### config.mk
export PLATFORM = sky130hd
export DESIGN_NAME = shader_color_fifo_flat
export DESIGN_NICKNAME = d
export VERILOG_FILES = /design/src/rtl/shader_color_fifo_pkg.sv /design/src/rtl/shader_color_fifo_if.sv /design/src/rtl/shader_color_fifo_sync_fifo_ram.sv /design/src/rtl/shader_color_fifo.sv /design/src/flat_wrapper.sv
export SDC_FILE = /design/constraint.sdc
export NUM_CORES = 1
export LEC_CHECK = 0
export BUFFER_PORTS_ARGS = -buffer_cell sky130_fd_sc_hd__buf_2
export CORE_MARGIN = 3
export CORE_UTILIZATION = 45
export DETAILED_ROUTE_END_ITERATION = 10
export PLACE_DENSITY = 0.64
export REMOVE_ABC_BUFFERS = 1
export SYNTH_ARGS = -nofsm -noshare
export SYNTH_HDL_FRONTEND = slang
export SYNTH_SLANG_ARGS = --single-unit
### constraint.sdc
create_clock -name clk -period 3.3 [get_ports clk]
set_clock_uncertainty 0.1 [all_clocks]
set_input_delay 0.66 -clock clk [delete_from_list [all_inputs] [get_ports clk]]
set_output_delay 0.66 -clock clk [all_outputs]
set_load 0.05 [all_outputs]
### src/rtl/shader_color_fifo_pkg.sv
// Shared types and defaults for the shader colour FIFO: pixel layout and control states.
package shader_color_fifo_pkg;

    localparam int unsigned RGB_W = 24;
    localparam logic [RGB_W-1:0] FALLBACK_RGB_DEFAULT = 24'h101030;

    typedef struct packed {
        logic [7:0] r;
        logic [7:0] g;
        logic [7:0] b;
    } rgb_t;

    typedef enum logic [1:0] {
        StPrime    = 2'd0,
        StRun      = 2'd1,
        StUnderrun = 2'd2
    } state_e;

endpackage

### src/rtl/shader_color_fifo_if.sv
// Shader-to-display pixel interface: write side, read side and status.
interface shader_color_fifo_if #(
    parameter int unsigned ADDR_WIDTH = 4
) ();
    logic                  frame_start;
    logic [7:0]            red_in;
    logic [7:0]            green_in;
    logic [7:0]            blue_in;
    logic                  color_valid;
    logic                  afull;
    logic                  pix_req;
    logic [7:0]            red_out;
    logic [7:0]            green_out;
    logic [7:0]            blue_out;
    logic                  pix_out_valid;
    logic [ADDR_WIDTH:0]   level;
    logic                  underrun;
    logic [7:0]            overflow_cnt;

    modport slave (
        input  frame_start, red_in, green_in, blue_in, color_valid, pix_req,
        output afull, red_out, green_out, blue_out, pix_out_valid, level, underrun,
               overflow_cnt
    );

    modport master (
        output frame_start, red_in, green_in, blue_in, color_valid, pix_req,
        input  afull, red_out, green_out, blue_out, pix_out_valid, level, underrun,
               overflow_cnt
    );
endinterface

### src/rtl/shader_color_fifo_sync_fifo_ram.sv
// DEPTH x WIDTH dual-port storage: synchronous write, registered read (read-before-write).
module sync_fifo_ram #(
    parameter int unsigned DEPTH      = 16,
    parameter int unsigned ADDR_WIDTH = 4,
    parameter int unsigned WIDTH      = 24
) (
    input  logic                  clk,
    input  logic                  rst,
    input  logic                  i_we,
    input  logic [ADDR_WIDTH-1:0] i_waddr,
    input  logic [WIDTH-1:0]      i_wdata,
    input  logic                  i_re,
    input  logic [ADDR_WIDTH-1:0] i_raddr,
    output logic [WIDTH-1:0]      o_rdata
);

    logic [WIDTH-1:0] r_mem [DEPTH];
    logic [WIDTH-1:0] r_rdata;

    always_ff @(posedge clk) begin
        if (i_we) r_mem[i_waddr] <= i_wdata;
    end

    // Read data holds between reads so the consumer sees a stable pixel.
    always_ff @(posedge clk or posedge rst) begin
        if (rst)       r_rdata <= '0;
        else if (i_re) r_rdata <= r_mem[i_raddr];
    end

    assign o_rdata = r_rdata;

endmodule

### src/rtl/shader_color_fifo.sv
// Pixel FIFO between shader and display: priming, underrun fallback, per-frame flush.
module shader_color_fifo
    import shader_color_fifo_pkg::*;
#(
    parameter int unsigned      DEPTH        = 16,
    parameter int unsigned      ADDR_WIDTH   = 4,
    parameter int unsigned      PRIME_LEVEL  = 8,
    parameter int unsigned      AFULL_LEVEL  = 12,
    parameter logic [RGB_W-1:0] FALLBACK_RGB = FALLBACK_RGB_DEFAULT
) (
    input  logic                clk,
    input  logic                rst,
    shader_color_fifo_if.slave  bus_if
);

    localparam logic [ADDR_WIDTH:0] LVL_FULL  = (ADDR_WIDTH+1)'(DEPTH);
    localparam logic [ADDR_WIDTH:0] LVL_PRIME = (ADDR_WIDTH+1)'(PRIME_LEVEL);
    localparam logic [ADDR_WIDTH:0] LVL_AFULL = (ADDR_WIDTH+1)'(AFULL_LEVEL);

    state_e                r_state, w_state_d;
    logic [ADDR_WIDTH-1:0] r_wptr, r_rptr;
    logic [ADDR_WIDTH:0]   r_level, w_level_d;
    logic                  r_underrun, r_use_fb, r_pix_out_valid;
    logic [7:0]            r_ovf_cnt;

    logic w_empty, w_full, w_pop, w_push, w_drop, w_underrun_evt;
    rgb_t w_wr_px, w_rd_px, w_out_px;

    assign w_empty = (r_level == '0);
    assign w_full  = (r_level == LVL_FULL);

    // frame_start discards any same-cycle push or pop.
    assign w_pop          = bus_if.pix_req && (r_state == StRun) && !w_empty && !bus_if.frame_start;
    assign w_push         = bus_if.color_valid && !bus_if.frame_start && (!w_full || w_pop);
    assign w_drop         = bus_if.color_valid && !bus_if.frame_start && w_full && !w_pop;
    assign w_underrun_evt = bus_if.pix_req && (r_state == StRun) && w_empty && !bus_if.frame_start;

    assign w_wr_px = '{r: bus_if.red_in, g: bus_if.green_in, b: bus_if.blue_in};

    sync_fifo_ram #(
        .DEPTH      (DEPTH),
        .ADDR_WIDTH (ADDR_WIDTH),
        .WIDTH      (RGB_W)
    ) u_ram (
        .clk     (clk),
        .rst     (rst),
        .i_we    (w_push),
        .i_waddr (r_wptr),
        .i_wdata (w_wr_px),
        .i_re    (w_pop),
        .i_raddr (r_rptr),
        .o_rdata (w_rd_px)
    );

    always_comb begin
        w_state_d = r_state;
        if (bus_if.frame_start) begin
            w_state_d = StPrime;
        end else begin
            unique case (r_state)
                StPrime:    if (r_level >= LVL_PRIME) w_state_d = StRun;
                StRun:      if (w_underrun_evt) w_state_d = StUnderrun;
                StUnderrun: w_state_d = StUnderrun;
                default:    w_state_d = StPrime;
            endcase
        end
    end

    always_comb begin
        w_level_d = r_level;
        if (bus_if.frame_start)    w_level_d = '0;
        else if (w_push && !w_pop) w_level_d = r_level + 1'b1;
        else if (w_pop && !w_push) w_level_d = r_level - 1'b1;
    end

    always_ff @(posedge clk or posedge rst) begin
        if (rst) begin
            r_state         <= StPrime;
            r_wptr          <= '0;
            r_rptr          <= '0;
            r_level         <= '0;
            r_underrun      <= 1'b0;
            r_use_fb        <= 1'b0;
            r_pix_out_valid <= 1'b0;
            r_ovf_cnt       <= '0;
        end else begin
            r_state         <= w_state_d;
            r_level         <= w_level_d;
            r_pix_out_valid <= bus_if.pix_req;
            // Output source only changes on a request, so idle cycles hold the last colour.
            if (bus_if.pix_req) r_use_fb <= !w_pop;
            if (bus_if.frame_start) begin
                r_wptr     <= '0;
                r_rptr     <= '0;
                r_underrun <= 1'b0;
            end else begin
                if (w_push)         r_wptr     <= r_wptr + 1'b1;
                if (w_pop)          r_rptr     <= r_rptr + 1'b1;
                if (w_underrun_evt) r_underrun <= 1'b1;
            end
            if (w_drop && (r_ovf_cnt != 8'hFF)) r_ovf_cnt <= r_ovf_cnt + 8'd1;
        end
    end

    assign w_out_px = r_use_fb ? rgb_t'(FALLBACK_RGB) : w_rd_px;

    assign bus_if.red_out       = w_out_px.r;
    assign bus_if.green_out     = w_out_px.g;
    assign bus_if.blue_out      = w_out_px.b;
    assign bus_if.pix_out_valid = r_pix_out_valid;
    assign bus_if.level         = r_level;
    assign bus_if.afull         = (r_level >= LVL_AFULL);
    assign bus_if.underrun      = r_underrun;
    assign bus_if.overflow_cnt  = r_ovf_cnt;

endmodule
### src/flat_wrapper.sv
// flat-port wrapper written by rule: the top's interface ports become plain ports
module shader_color_fifo_flat import shader_color_fifo_pkg::*;
#(
    parameter int unsigned      DEPTH        = 16,
    parameter int unsigned      ADDR_WIDTH   = 4,
    parameter int unsigned      PRIME_LEVEL  = 8,
    parameter int unsigned      AFULL_LEVEL  = 12,
    parameter logic [RGB_W-1:0] FALLBACK_RGB = FALLBACK_RGB_DEFAULT
)
  (clk, rst, bus_if_frame_start, bus_if_red_in, bus_if_green_in, bus_if_blue_in, bus_if_color_valid, bus_if_pix_req, bus_if_afull, bus_if_red_out, bus_if_green_out, bus_if_blue_out, bus_if_pix_out_valid, bus_if_level, bus_if_underrun, bus_if_overflow_cnt);
  shader_color_fifo_if #(.ADDR_WIDTH(ADDR_WIDTH)) bus_if_i ();
  input  logic clk;
  input  logic rst;
  input wire logic [$bits(bus_if_i.frame_start)-1:0] bus_if_frame_start;
  input wire logic [$bits(bus_if_i.red_in)-1:0] bus_if_red_in;
  input wire logic [$bits(bus_if_i.green_in)-1:0] bus_if_green_in;
  input wire logic [$bits(bus_if_i.blue_in)-1:0] bus_if_blue_in;
  input wire logic [$bits(bus_if_i.color_valid)-1:0] bus_if_color_valid;
  input wire logic [$bits(bus_if_i.pix_req)-1:0] bus_if_pix_req;
  output wire logic [$bits(bus_if_i.afull)-1:0] bus_if_afull;
  output wire logic [$bits(bus_if_i.red_out)-1:0] bus_if_red_out;
  output wire logic [$bits(bus_if_i.green_out)-1:0] bus_if_green_out;
  output wire logic [$bits(bus_if_i.blue_out)-1:0] bus_if_blue_out;
  output wire logic [$bits(bus_if_i.pix_out_valid)-1:0] bus_if_pix_out_valid;
  output wire logic [$bits(bus_if_i.level)-1:0] bus_if_level;
  output wire logic [$bits(bus_if_i.underrun)-1:0] bus_if_underrun;
  output wire logic [$bits(bus_if_i.overflow_cnt)-1:0] bus_if_overflow_cnt;
  assign bus_if_i.frame_start = bus_if_frame_start;
  assign bus_if_i.red_in = bus_if_red_in;
  assign bus_if_i.green_in = bus_if_green_in;
  assign bus_if_i.blue_in = bus_if_blue_in;
  assign bus_if_i.color_valid = bus_if_color_valid;
  assign bus_if_i.pix_req = bus_if_pix_req;
  assign bus_if_afull = bus_if_i.afull;
  assign bus_if_red_out = bus_if_i.red_out;
  assign bus_if_green_out = bus_if_i.green_out;
  assign bus_if_blue_out = bus_if_i.blue_out;
  assign bus_if_pix_out_valid = bus_if_i.pix_out_valid;
  assign bus_if_level = bus_if_i.level;
  assign bus_if_underrun = bus_if_i.underrun;
  assign bus_if_overflow_cnt = bus_if_i.overflow_cnt;
  shader_color_fifo #(.DEPTH(DEPTH), .ADDR_WIDTH(ADDR_WIDTH), .PRIME_LEVEL(PRIME_LEVEL), .AFULL_LEVEL(AFULL_LEVEL), .FALLBACK_RGB(FALLBACK_RGB)) u_core (.clk(clk), .rst(rst), .bus_if(bus_if_i));
endmodule
==> results_tabular.tex, run 1 <==
\begin{tabular}{lr}
\hline
Metric & Value \\
\hline
\multicolumn{2}{l}{\textbf{Run status}} \\
\quad Outcome & complete, no violations \\
\multicolumn{2}{l}{\textbf{Routing}} \\
\quad Initial DRC count & 710 \\
\quad Vias/cell & about 5.6 \\
\quad Residual antenna-violating net count after detailed routing & 0 \\
\quad Detailed-route wire length & $\sim$38 mm \\
\quad Detailed-route wire length per cell & approximately 25 um \\
\quad Number of DRC violations after detailed routing & 0 \\
\quad Drt first pass iters & 4 \\
\quad Number of vias in the routed layout & approximately 8400 \\
\multicolumn{2}{l}{\textbf{Timing}} \\
\quad Setup Viol. Count Final & 0 \\
\quad Peak clock frequency supported by timing & about 330 MHz \\
\quad RSZ-0062 raised after global routing & no \\
\quad Final Critical Period & around 3000 ps \\
\quad Transition time at the pin with the least slew margin & 975.0 ps \\
\quad Hold Fails Final Rpt & 0 \\
\quad Final critical-path share of the clock period & 91.02\% \\
\quad Max-slew violation total from the final report & 0 \\
\quad Relative slew margins & a little over a third \\
\multicolumn{2}{l}{\textbf{Setup path}} \\
\quad Worst path cell trace & or4\_4, nor2\_1, o21ai\_1, fa\_1, a21o\_1, a21oi\_1, nor4b\_1, a211oi\_1, o31ai\_1 \\
\quad Crit path largest cell delay & $\sim$590 ps \\
\quad Crit. End Element & register \\
\quad Reg2Reg Launch Point & u\_core.bus\_if.level[1]\$\_DFFE\_PP0P\_ \\
\quad Critical Path Start Type & register \\
\quad Count of buffer and inverter cells on the critical path & 0 \\
\quad Worst setup path startpoint & u\_core.bus\_if.level[1]\$\_DFFE\_PP0P\_ \\
\quad Largest fanout on the critical path & 6 \\
\quad WP data arrival & between 3000 and 4000 ps \\
\quad Crit-path slowest cell & sky130\_fd\_sc\_hd\_\_or4\_4 \\
\quad Required @ worst endpoint & between 3000 and 4000 ps \\
\quad Delay-heaviest family, CP & compound AO/OA/AOI/OAI gates \\
\quad Type of the setup path with the least slack & register to register \\
\multicolumn{2}{l}{\textbf{Floorplanning}} \\
\quad Die Area & approximately 41000 um2 \\
\quad FP Rows & 70 \\
\quad Die height & 201.5 um \\
\quad Chip Width & between 200 and 250 um \\
\quad Starting utilization of the core area & around 46\% \\
\quad Count of boundary I/O pins & 69 \\
\quad Placeable core area & between 30000 and 40000 um2 \\
\multicolumn{2}{l}{\textbf{Power and ir drop}} \\
\quad Combinational fraction of design power & between 10\% and 20\% \\
\quad PwrDens & roughly 680 nW/um2 \\
\quad Internal cell power & between 10 and 15 mW \\
\quad Switching component of the power & $\sim$3.5 mW \\
\quad Max VDD drop & 0.4689 mV \\
\quad Share of total power in sequential cells & 47.9\% \\
\quad Leakage power summed over all cells & approximately 6.6 nW \\
\quad Clock network power share & 37.0\% \\
\quad Sw frac & between 20\% and 30\% \\
\multicolumn{2}{l}{\textbf{Finish}} \\
\quad Net total in the final layout & 1009 \\
\quad Post-route insts no fill & approximately 1500 \\
\quad Antenna Cells & 0 \\
\quad Fraction of final layout cells sized beyond drive strength 1 & 34.03\% \\
\quad Area used by sequential logic in the layout & between 10000 and 15000 um2 \\
\quad Utilization after layout & between 50\% and 60\% \\
\quad Multi-input combinational cell area & around 4200 um2 \\
\quad Filler cells & 2918 \\
\quad Final Cell Area & 20110 um2 \\
\quad P\&R area growth vs syn & 16.91\% \\
\multicolumn{2}{l}{\textbf{Synthesis}} \\
\quad Sequential fraction of the synthesis area & 74.31\% \\
\quad Summed instance area of the synthesized netlist & 17200 um2 \\
\quad Yosys cell types & between 40 and 50 \\
\quad Cell count after synthesis & approximately 840 \\
\quad Number of synthesized register bits & between 400 and 500 \\
\quad Syn avg cell area & 20.57 um2 \\
\quad Count of yosys warnings during synthesis & 0 \\
\multicolumn{2}{l}{\textbf{Placement}} \\
\quad Routability cong. & approximately 0.74 \\
\quad Total half-perimeter wirelength after legalization and detailed placement & 22.02 mm \\
\quad Count of input and output buffers & approximately 70 \\
\quad Number of cells after detailed placement & 1423 \\
\quad Post-Place Cell Area & 18640 um2 \\
\multicolumn{2}{l}{\textbf{Global routing}} \\
\quad Largest net degree at the start of global routing & 37 \\
\quad Remaining global-route overflow & 0 \\
\quad Number of global-route vias before repair & around 8700 \\
\quad Global-route wire length before repair & 56.61 mm \\
\quad Antenna violations before repair & 0 \\
\quad Overall Global Routing Usage & 18.82\% \\
\multicolumn{2}{l}{\textbf{Hold path}} \\
\quad Type of the worst min-delay path & input pin to async pin \\
\multicolumn{2}{l}{\textbf{Clocking}} \\
\quad Post-CTS Setup Inserts & 0 \\
\quad TritonCTS clock tree & built \\
\quad Insertion delay to the later sink of the worst-skew pair & 580 ps \\
\quad Total number of H-tree levels & 2 \\
\quad Clock root buffer master & sky130\_fd\_sc\_hd\_\_clkbuf\_16 \\
\quad CTS Buf Count & between 40 and 50 \\
\quad Max Root-Sink Buffers & 3 \\
\quad Clk sink count & 434 \\
\quad Post-CTS clock slew at the launch and capture registers of the worst setup and hold paths & $\sim$60 ps \\
\multicolumn{2}{l}{\textbf{Run}} \\
\quad Number of maximum-capacitance constraint violations & 0 \\
\hline
\end{tabular}
[cell type report]
class | count | share of cell area [%]
inverter | 7 | 0.1307
multi-input combinational | 350 | 20.78
tap | 504 | 3.136
timing repair buffer | 128 | 5.052
clock buffer | 59 | 6.066
clock inverter | 24 | 1.220
sequential | 434 | 63.62
[flip-flops by register name, summed over array words and instances (netlist names)]
register / count
u_core.r_use_fb: 1
u_core.r_rptr: 4
u_core.u_ram.o_rdata: 24
u_core.bus_if.underrun: 1
u_core.bus_if.pix_out_valid: 1
u_core.u_ram.r_mem: 384
u_core.bus_if.overflow_cnt: 8
u_core.bus_if.level: 5
u_core.r_state: 2
u_core.r_wptr: 4
[synth_stat cells]
master                      instances  area [um2]
sky130_fd_sc_hd__buf_4              7       52.55
sky130_fd_sc_hd__a31oi_2            1       12.51
sky130_fd_sc_hd__o2111ai_1          1       8.760
sky130_fd_sc_hd__nor4b_1            1       8.760
sky130_fd_sc_hd__or4_4              1       11.26
sky130_fd_sc_hd__and4b_1            1       10.01
sky130_fd_sc_hd__or2_2              5       31.28
sky130_fd_sc_hd__a21boi_0           1       7.510
sky130_fd_sc_hd__nand2b_1           3       18.77
sky130_fd_sc_hd__clkbuf_1          20       75.07
sky130_fd_sc_hd__nand4_1            3       18.77
sky130_fd_sc_hd__edfxtp_1         384       11530
sky130_fd_sc_hd__or3_1              2       12.51
sky130_fd_sc_hd__inv_1              7       26.28
sky130_fd_sc_hd__nor4_2             1       12.51
sky130_fd_sc_hd__or2_1              1       6.260
sky130_fd_sc_hd__o31ai_1            4       30.03
sky130_fd_sc_hd__o21ai_0            3       15.01
sky130_fd_sc_hd__nand2_1           37       138.9
sky130_fd_sc_hd__fa_1               1       20.02
sky130_fd_sc_hd__o221ai_2          20       300.3
sky130_fd_sc_hd__o21ai_4            1       16.27
sky130_fd_sc_hd__mux4_2            96        2162
sky130_fd_sc_hd__nor2b_1           21       131.4
sky130_fd_sc_hd__and2_1            13       81.33
sky130_fd_sc_hd__a21oi_1            6       30.03
sky130_fd_sc_hd__buf_2             14       70.07
sky130_fd_sc_hd__mux2i_1           51       510.5
sky130_fd_sc_hd__nand2_2            1       6.260
sky130_fd_sc_hd__xnor2_1            9       78.83
sky130_fd_sc_hd__dfrtp_1           50        1251
sky130_fd_sc_hd__a211oi_1           1       7.510
sky130_fd_sc_hd__o221ai_1           4       35.03
sky130_fd_sc_hd__mux2_2             2       22.52
sky130_fd_sc_hd__and4_1             4       35.03
sky130_fd_sc_hd__a21o_1             2       15.01
sky130_fd_sc_hd__buf_1              1       3.750
sky130_fd_sc_hd__nor3_1             2       10.01
sky130_fd_sc_hd__nor2_1            24       90.09
sky130_fd_sc_hd__nand3_1            6       30.03
sky130_fd_sc_hd__xor2_1             7       61.31
sky130_fd_sc_hd__nor3b_1            1       7.510
sky130_fd_sc_hd__buf_6              3       33.78
sky130_fd_sc_hd__ha_1              13       162.7
[placed cells by master, fill, tap and decap left out, types with 21 or more instances in the layout]
cell type                   netlist  layout
sky130_fd_sc_hd__buf_2           14      68
sky130_fd_sc_hd__buf_4            7      42
sky130_fd_sc_hd__clkbuf_16        0      46
sky130_fd_sc_hd__dfrtp_1         50      47
sky130_fd_sc_hd__edfxtp_1       384     384
sky130_fd_sc_hd__mux2i_1         51      51
sky130_fd_sc_hd__mux4_2          96      96
sky130_fd_sc_hd__nand2_1         37      37
sky130_fd_sc_hd__nor2_1          24      24
sky130_fd_sc_hd__nor2b_1         21      21
[stage by stage]
| step | setup TNS, ps | total power, mW | hold slack (ps) | setup WS [ps] |
|---|---|---|---|---|
| after floorplan | -46250 | 8.105 | 348.1 | -1720 |
| after global placement | 0 | 8.640 | 361.9 | 303.1 |
| after detailed placement | 0 | 8.687 | 366.7 | 201.2 |
| after CTS | 0 | 13.74 | 43.70 | 203.4 |
| after global routing | 0 | 14.15 | 71.98 | 95.54 |
| final | 0 | 13.57 | 35.91 | 296.4 |
[path summary, 6_finish.rpt]
check                                                   endpoint  cells past startpoint  slack (ps)
setup / recovery              u_core.bus_if.level[4]$_DFFE_PP0P_                      9         300
hold / removal              u_core.u_ram.o_rdata[19]$_DFFE_PP0N_                      2          40
setup reg to reg              u_core.bus_if.level[4]$_DFFE_PP0P_                      9         300
hold reg to reg              u_core.u_ram.o_rdata[2]$_DFFE_PP0N_                      2         380
max in group asynchronous   u_core.u_ram.o_rdata[18]$_DFFE_PP0N_                      3        2330
min in group clk           u_core.bus_if.pix_out_valid$_DFF_PP0_                      1         160
[power by group through the flow]
| stage | clock (mW) | sequential, mW | combinational [mW] |
|---|---|---|---|
| final | 5.02 | 6.50 | 2.05 |
| after global routing | 5.38 | 6.54 | 2.24 |
| after CTS | 5.16 | 6.51 | 2.08 |
| after detailed placement | 0 | 6.62 | 2.07 |
| after global placement | 0 | 6.60 | 2.04 |
| after floorplan | 0 | 6.76 | 1.35 |
[metal layers]
| metal | share of wire [%] | up-vias | global-route usage (%) | routed length, um |
|---|---|---|---|---|
| li1 | - | 3662 | - | - |
| met1 | 45 | 4435 | 27.75 | 16840 |
| met2 | 48 | 216 | 29.07 | 17960 |
| met3 | 5.4 | 59 | 3.365 | 2047 |
| met4 | 2.3 | 0 | 5.731 | 860 |
| met5 | 0 | - | 0 | 0 |
[cells by family (layout without fill, tap and decap cells)]
family,count (synthesis),in the layout,share of synthesized area [%]
buf+inv,52,218,1.520
xor+xnor,16,16,0.8148
mux,149,149,15.67
simple gates,127,127,3.841
fa+ha+maj,14,14,1.062
compound gates,44,44,2.779
flops,434,434,74.31
[repair_timing]
action / CTS / global route
endpoints found under the setup margin: 0 / 1
hold buffers: 0 / 0
resized for setup: 0 / 1
No activity file was read; power rests on OpenSTA's default activity.
==> run 2: changes to the inputs <==
--- a/config.mk
+++ b/config.mk
@@ -9,6 +9,7 @@
 export CORE_MARGIN = 3
 export CORE_UTILIZATION = 45
 export DETAILED_ROUTE_END_ITERATION = 10
+export HOLD_SLACK_MARGIN = 0.05
 export PLACE_DENSITY = 0.64
 export REMOVE_ABC_BUFFERS = 1
 export SYNTH_ARGS = -nofsm -noshare
==> results_tabular.tex, run 2 (same netlist as run 1, synthesis figures left out) <==
\begin{tabular}{lr}
\hline
Metric & Value \\
\hline
\multicolumn{2}{l}{\textbf{Run status}} \\
\quad Outcome & complete, no violations (unchanged) \\
\multicolumn{2}{l}{\textbf{Floorplanning}} \\
\quad Die height & 201.5 um (unchanged) \\
\quad Die Area & 40600 um2 (unchanged) \\
\quad Starting utilization of the core area & 46.32\% (unchanged) \\
\quad Count of boundary I/O pins & 69 (unchanged) \\
\quad Placeable core area & 37140 um2 (unchanged) \\
\quad FP Rows & 70 (unchanged) \\
\quad Chip Width & 201.5 um (unchanged) \\
\multicolumn{2}{l}{\textbf{Setup path}} \\
\quad Worst path cell trace & or4\_4, nor2\_1, o21ai\_1, fa\_1, a21o\_1, a21oi\_1, nor4b\_1, a211oi\_1, o31ai\_1 (unchanged) \\
\quad Count of buffer and inverter cells on the critical path & 0 (unchanged) \\
\quad Required @ worst endpoint & 3630 ps (about the same) \\
\quad Delay-heaviest family, CP & compound AO/OA/AOI/OAI gates (unchanged) \\
\quad Largest fanout on the critical path & 6 (unchanged) \\
\quad Type of the setup path with the least slack & register to register (unchanged) \\
\quad Crit-path slowest cell & sky130\_fd\_sc\_hd\_\_or4\_4 (unchanged) \\
\quad Crit. End Element & register (unchanged) \\
\quad Crit path largest cell delay & 590 ps (about the same) \\
\quad Critical Path Start Type & register (unchanged) \\
\quad WP data arrival & 3330 ps (was 3340 ps) \\
\multicolumn{2}{l}{\textbf{Finish}} \\
\quad Flip-flop count of the largest register, all copies and words added & 384 (unchanged) \\
\quad Antenna Cells & 0 (unchanged) \\
\quad Net total in the final layout & 1010 (was 1009) \\
\quad Register bank with the most flops & u\_core.u\_ram.r\_mem (unchanged) \\
\quad Top library cells by usage in the layout, fill and taps aside & 384 x sky130\_fd\_sc\_hd\_\_edfxtp\_1, 96 x sky130\_fd\_sc\_hd\_\_mux4\_2, 68 x sky130\_fd\_sc\_hd\_\_buf\_2 (unchanged) \\
\quad P\&R area growth vs syn & 16.97\% (was 16.91\%) \\
\quad Leading cell type in the layout, fill and taps excluded & sky130\_fd\_sc\_hd\_\_edfxtp\_1 (unchanged) \\
\quad Final Cell Area & 20120 um2 (was 20110 um2) \\
\quad Fraction of final layout cells sized beyond drive strength 1 & 34.00\% (was 34.03\%) \\
\quad Utilization after layout & 54.18\% (was 54.15\%) \\
\multicolumn{2}{l}{\textbf{Routing}} \\
\quad Detailed-route wire length per cell & 25.03 um (was 25.04 um) \\
\quad Vias/cell & 5.568 (was 5.559) \\
\quad Number of DRC violations after detailed routing & 0 (unchanged) \\
\quad Number of vias in the routed layout & 8391 (was 8372) \\
\quad Drt first pass iters & 4 (unchanged) \\
\quad Residual antenna-violating net count after detailed routing & 0 (unchanged) \\
\quad Initial DRC count & 716 (was 710) \\
\quad Detailed-route wire length & 37.73 mm (was 37.71 mm) \\
\multicolumn{2}{l}{\textbf{Clocking}} \\
\quad TritonCTS clock tree & built (unchanged) \\
\quad CTS Buf Count & 45 (unchanged) \\
\quad Post-CTS clock slew at the launch and capture registers of the worst setup and hold paths & 60 ps (about the same) \\
\quad Max Root-Sink Buffers & 3 (unchanged) \\
\quad Clk sink count & 434 (unchanged) \\
\quad Post-CTS Setup Inserts & 0 (unchanged) \\
\quad Insertion delay to the later sink of the worst-skew pair & 580 ps (about the same) \\
\quad Total number of H-tree levels & 2 (unchanged) \\
\quad Clock root buffer master & sky130\_fd\_sc\_hd\_\_clkbuf\_16 (unchanged) \\
\multicolumn{2}{l}{\textbf{Placement}} \\
\quad Post-Place Cell Area & 18640 um2 (unchanged) \\
\quad Routability cong. & 0.7418 (unchanged) \\
\quad Total half-perimeter wirelength after legalization and detailed placement & 22.02 mm (unchanged) \\
\quad Count of input and output buffers & 68 (unchanged) \\
\quad Worst setup slack before clock tree synthesis & 201.2 ps (unchanged) \\
\multicolumn{2}{l}{\textbf{Power and ir drop}} \\
\quad Max VDD drop & 0.4678 mV (was 0.4689 mV) \\
\quad PwrDens & 674.6 nW/um2 (was 675.0 nW/um2) \\
\quad Leakage power summed over all cells & 6.634 nW (was 6.630 nW) \\
\multicolumn{2}{l}{\textbf{Timing}} \\
\quad Final critical-path share of the clock period & 90.82\% (was 91.02\%) \\
\quad Hold Fails Final Rpt & 0 (unchanged) \\
\quad Setup Viol. Count Final & 0 (unchanged) \\
\quad Setup WS post-layout & 302.9 ps (was 296.4 ps) \\
\quad Max-slew violation total from the final report & 0 (unchanged) \\
\quad Peak clock frequency supported by timing & 333.7 MHz (was 332.9 MHz) \\
\quad Transition time at the pin with the least slew margin & 976.1 ps (was 975.0 ps) \\
\quad Final Critical Period & 2997 ps (was 3004 ps) \\
\quad Relative slew margins & 34.93\% (was 35.00\%) \\
\quad RSZ-0062 raised after global routing & no (unchanged) \\
\multicolumn{2}{l}{\textbf{Global routing}} \\
\quad Global-route wire length before repair & 56.61 mm (unchanged) \\
\quad Remaining global-route overflow & 0 (unchanged) \\
\quad Largest net degree at the start of global routing & 37 (unchanged) \\
\quad Antenna violations before repair & 0 (unchanged) \\
\quad Overall Global Routing Usage & 18.82\% (unchanged) \\
\quad Number of global-route vias before repair & 8688 (unchanged) \\
\multicolumn{2}{l}{\textbf{Run}} \\
\quad Number of maximum-capacitance constraint violations & 0 (unchanged) \\
\multicolumn{2}{l}{\textbf{Hold path}} \\
\quad Type of the worst min-delay path & input pin to register (was input pin to async pin) \\
\hline
\end{tabular}
-- run 2: changes by cell type in the layout (fill, tap and decap cells not counted), sizes merged --
cell	delta
dlygate4sd3	+1
-- run 2: final timing paths --
kind                                                      from                               endpoint  slack, ps  cells after the start
hold / removal                                  bus_if_pix_req  u_core.bus_if.pix_out_valid$_DFF_PP0_        160                      1
hold reg to reg            u_core.u_ram.o_rdata[2]$_DFFE_PP0N_    u_core.u_ram.o_rdata[2]$_DFFE_PP0N_        380                      2
max in group asynchronous                                  rst   u_core.u_ram.o_rdata[18]$_DFFE_PP0N_       1770                      4
setup / recovery            u_core.bus_if.level[1]$_DFFE_PP0P_     u_core.bus_if.level[4]$_DFFE_PP0P_        300                      9
setup reg to reg            u_core.bus_if.level[1]$_DFFE_PP0P_     u_core.bus_if.level[4]$_DFFE_PP0P_        300                      9
min in group asynchronous                                  rst   u_core.u_ram.o_rdata[19]$_DFFE_PP0N_        590                      3
-- run 2: layout make-up --
cell class / instances / area [um2]
Tap cell: 504 / 630.6
Inverter: 7 / 26.28
Fill cell: 2917 / 17020
Multi-Input combinational cell: 350 / 4178
Timing Repair Buffer: 129 / 1026
Clock inverter: 24 / 245.2
Clock buffer: 59 / 1220
Sequential cell: 434 / 12790
-- run 2: where the power goes --
| group | switching (mW) | internal, mW | total (mW) |
|---|---|---|---|
| registers | 0.269 | 6.23 | 6.50 |
| clock network | 2.09 | 2.93 | 5.02 |
| logic | 1.12 | 0.928 | 2.05 |
| total | 3.48 | 10.1 | 13.6 |
-- run 2: repair_timing --
item,4_1_cts,5_1_grt
endpoints found under the hold margin,2,0
setup endpoints to repair,0,1
resized for setup,0,1
hold buffers,1,0
-- run 2: through the flow --
step,TNS (ps),std cells,hold WS [ps],power [mW]
floorplan,-46250,791,348.1,8.105
global route,0,1507,146.4,14.15
global placement,0,1423,361.9,8.640
CTS,0,1507,112.7,13.75
detailed placement,0,1423,366.7,8.687
finish,0,1507,156.6,13.57
-- run 2: layer usage --
metal	vias up	track usage, %	share of wire (%)	wire length (um)
met5	-	0	0	0
met4	0	5.731	2.3	857
met3	57	3.365	5.8	2181
met1	4428	27.75	44	16760
li1	3661	-	-	-
met2	245	29.07	48	17930
-- run 2: worst reg2reg max path, cell delays in order, from the launching register on --
cell and delay [ps]:
sky130_fd_sc_hd__dfrtp_1 460, sky130_fd_sc_hd__or4_4 590, sky130_fd_sc_hd__nor2_1 140, sky130_fd_sc_hd__o21ai_1 190
sky130_fd_sc_hd__fa_1 450, sky130_fd_sc_hd__a21o_1 190, sky130_fd_sc_hd__a21oi_1 270, sky130_fd_sc_hd__nor4b_1 90
sky130_fd_sc_hd__a211oi_1 240, sky130_fd_sc_hd__o31ai_1 110
